<file path="config.mk">
export PLATFORM = sky130hd
export DESIGN_NAME = shift_iter_unit
export DESIGN_NICKNAME = d
export VERILOG_FILES = /design/src/rtl/shift_iter_unit.sv
export SDC_FILE = /design/constraint.sdc
export NUM_CORES = 1
export LEC_CHECK = 0
export ABC_AREA = 1
export BUFFER_PORTS_ARGS = -buffer_cell sky130_fd_sc_hd__buf_4
export CAP_MARGIN = 10
export CORE_MARGIN = 8
export CORE_UTILIZATION = 50
export DETAILED_ROUTE_END_ITERATION = 7
export PLACE_DENSITY = 0.81
export SYNTH_ARGS = -nofsm -noshare
export SYNTH_HDL_FRONTEND = slang
export SYNTH_SLANG_ARGS = --single-unit
</file>
<file path="constraint.sdc">
create_clock -name clk -period 1.9 [get_ports clk]
set_input_delay 0.38 -clock clk [delete_from_list [all_inputs] [get_ports clk]]
set_output_delay 0.38 -clock clk [all_outputs]
set_load 0.1 [all_outputs]
</file>
<file path="src/rtl/shift_iter_unit.sv">
// Iterative shift engine: one bit per clock, result held under valid/ready.
// Covers logical/arithmetic shifts and rotate-left with Verilog amount semantics.
module shift_iter_unit #(
   parameter int WIDTH = 4,
   parameter int AW    = 4
) (
   input  logic             clk,
   input  logic             reset,
   input  logic             in_valid,
   output logic             in_ready,
   input  logic [WIDTH-1:0] in_data,
   input  logic [AW-1:0]    in_amt,
   input  logic [1:0]       in_op,
   output logic             out_valid,
   input  logic             out_ready,
   output logic [WIDTH-1:0] out_data,
   output logic             out_zero
);

   typedef enum logic [1:0] {
      IDLE  = 2'd0,
      SHIFT = 2'd1,
      DONE  = 2'd2
   } state_t;

   state_t           state;
   state_t           nstate;
   logic [WIDTH-1:0] acc;
   logic [WIDTH-1:0] acc_step;
   logic [AW-1:0]    cnt;
   logic [1:0]       op;
   logic             take;

   assign take = (state == IDLE) && in_valid;

   // State register; reset wins over every transition.
   always_ff @(posedge clk) begin
      if (reset) begin
         state <= IDLE;
      end else begin
         state <= nstate;
      end
   end

   // Next-state: leave SHIFT on the step that consumes the last count.
   always_comb begin
      nstate = state;
      unique case (state)
         IDLE: begin
            if (in_valid) begin
               nstate = (in_amt == '0) ? DONE : SHIFT;
            end
         end
         SHIFT: begin
            if (cnt == AW'(1)) begin
               nstate = DONE;
            end
         end
         DONE: begin
            if (out_ready) begin
               nstate = IDLE;
            end
         end
         default: nstate = IDLE;
      endcase
   end

   // One-bit step of the accumulator for the latched opcode.
   always_comb begin
      acc_step = acc;
      unique case (op)
         2'b00: acc_step = {acc[WIDTH-2:0], 1'b0};
         2'b01: acc_step = {1'b0, acc[WIDTH-1:1]};
         2'b10: acc_step = {acc[WIDTH-1], acc[WIDTH-1:1]};
         2'b11: acc_step = {acc[WIDTH-2:0], acc[WIDTH-1]};
         default: acc_step = acc;
      endcase
   end

   // Datapath: latch on accept, step while shifting, otherwise hold result.
   always_ff @(posedge clk) begin
      if (reset) begin
         acc <= '0;
         cnt <= '0;
         op  <= 2'b00;
      end else if (take) begin
         acc <= in_data;
         cnt <= in_amt;
         op  <= in_op;
      end else if (state == SHIFT) begin
         acc <= acc_step;
         cnt <= cnt - AW'(1);
      end
   end

   // Outputs depend only on state, reset and held registers.
   always_comb begin
      in_ready  = (state == IDLE) && !reset;
      out_valid = (state == DONE) && !reset;
      out_data  = acc;
      out_zero  = (acc == '0);
   end

endmodule

</file>
==> impl_metrics.ini <==
[drt]
drc_errors = 0
dr_total_vias = 845
routed_wirelength_mm = 2.02
vias_per_cell = 5.22
postRouteAntennaNets = 0
drt_first_pass_iters = 4
wire_per_inst_um = 12.4
drtIter0Drc = 26

[global_route]
grtUsageTotal = 0.149
grt_pass1_wl_mm = 3.39
grt_max_degree = 14
grt_overflow = 0
grt_pass1_vias = 810
grt_antenna_before_repair = 0

[worst_setup_path]
path_class = flip-flop to output port
start_kind = flip-flop
r2r_end = cnt[2]
critical_path_arrival_ns = 1.32
end_kind = output port
worst-path-buf-inv = 2
cp_data_required_time_ns = 1.52
path_cells = inv_1 > nand2_1 > nor2_2 > buf_4
slowest_delay_ns = 0.37
timing.rr.start = state[0]
critPathSlowestCell = dfxtp_1
crit_family = buffers and inverters
path_max_fanout = 4
r2r_setup_slack_ns = 0.60
reg2reg_depth = 7

[clock_network]
clk_pin_slew_ns = 0.08
cts.hold.buffers_added = 0
clockRootBuffer = clkbuf_4
htree_levels = 1
worstSkewPairLatency_ns = 0.28
ctsResizeCount = 0
cts.sink_count = 12
cts_setup_buffers = 0
cts_tree = built
cts.path.max_buffers = 2
cts_made_buffers = 3

[timing]
hold_viol = 0
rsz0062_at_grt = no
fin_crit_sh = 0.895
fin_setup_tns_ns = 0
relSlewSlack = 0.711
tightest_slew_ns = 0.429
setup_viol = 0
clock.fmax_ghz = 0.588
clock_skew_ns = 0.00323
layout_min_cycle_time_ns = 1.70
slew_viol_final = 0
whs_ns = 0.335

[synth]
synth_area_leader_cell = dfxtp_1
synth_nets = 140
async_flop_share = 0
synthTopCellsByArea = dfxtp_1 32%, nand2_1 18%, inv_1 8.9%, nand3_1 7.9%, a21oi_1 5.9%
avgSynthCellArea_um2 = 6.12
ys_ff_latch = 12
synth_flop_cell = dfxtp_1
synth_top_area_share = 0.316
netlist_top_cells_count = 37 x nand2_1, 18 x inv_1, 12 x dfxtp_1, 12 x nand3_1
synth.distinct_cells = 21
synth_area_um2 = 759
yosysMostFrequentCell = nand2_1
yosys_warnings = 0
synth_cells = 124
synth_edf_count = 0
ys_seq_area_frac = 0.316

[die]
rows = 14
core_area_um2 = 1470
die-area_um2 = 3020
die_w_um = 55.0
die_h_um = 55.0
io_pins = 21
start_util = 0.516

[layout]
post-route-util = 0.672
antenna_cells = 0
area_growth_pct = 30.1
n_fill_cell = 146
layout-drive-gt1-share = 0.247
fin_nets = 163
finalInstanceArea_um2 = 988

[job]
max_cap_violations = 0

[placed_design]
hpwlAfterDp_mm = 1.56
place_congestion = 0.844
port_buffers = 20
place_area_um2 = 952

[pwr]
pwr_density_cell_nw_per_um2 = 1800
p_total_mw = 1.78
ir_drop_v = 0.00101
leakage_nw = 0.493

[min_path]
whs_path_depth = 2
min-delay-path-class = input port to flip-flop
hold_end = out_data[1]
min_from = reset

[status]
status = finished, final reports clean
==> state kept, by name (all words and copies together), names as in the netlist <==
signal	cells
cnt	4
op	2
out_data	4
state	2
==> where the power goes <==
part | switching (mW) | internal, mW | total [mW]
combinational | 0.793 | 0.309 | 1.10
sequential | 0.123 | 0.347 | 0.470
clock | 0.0932 | 0.117 | 0.210
==> area by class of cell <==
cell class	instances	area [um2]	area share
timing repair buffer	20	150	0.152
tap	16	20.0	0.0203
clock buffer	4	36.3	0.0367
inverter	20	75.1	0.0759
multi-input combinational	90	463	0.468
sequential	12	244	0.247
==> cells in the final DEF, fill, tap and decap left out, drive strengths merged <==
master	netlist	final
nor3	1	1
clkbuf	1	4
inv	20	20
nor4	1	1
nand3b	4	4
a31oi	2	2
or2	2	2
ha	2	2
nand2	38	38
nand3	12	12
o21ai	7	7
buf	1	20
nor2	11	11
nand4	1	1
a21oi	9	9
dfxtp	12	12
==> cells by family (layout without fill, tap and decap cells) <==
| kind of cell | count (synthesis) | after routing | synth area share |
|---|---|---|---|
| flip-flops | 12 | 12 | 0.316 |
| adder cells (fa/ha/maj) | 2 | 2 | 0.0329 |
| buffers and inverters | 22 | 44 | 0.112 |
| AND/OR/NAND/NOR | 70 | 70 | 0.417 |
| AO/OA/AOI/OAI | 18 | 18 | 0.122 |
==> worst reg2reg max path: cells and delay by family (launching register included) <==
family,cells,cell delay [ns]
and+or+nand+nor,5,0.61
DFF,1,0.48
buffers and inverters,2,0.16
==> per-layer routing <==
layer | GRT usage | part of all wire | vias up
li1 | - | - | 440
met1 | 0.179 | 0.44 | 379
met2 | 0.255 | 0.50 | 21
met3 | 0.0348 | 0.050 | 5
met4 | 0.0520 | 0.016 | 0
met5 | 0 | 0 | -
==> metrics by stage <==
step                      worst slack (ns)  std cells
after global routing                0.0960        162
after floorplan                     -0.272        124
after CTS                            0.187        162
after detailed placement             0.506        158
final                                0.199        162
after global placement               0.509        158
==> worst max-delay path by stage <==
stage | start | endpoint | cells after the start
6_report | state[1] | in_ready | 4
5_1_grt | state[1] | in_ready | 4
4_1_cts | state[1] | in_ready | 4
3_3_place_gp | state[1] | in_ready | 4
3_5_place_dp | state[1] | in_ready | 4
2_1_floorplan | out_data[3] | out_zero | 1
Note: power is estimated with default switching activity, not from simulation.
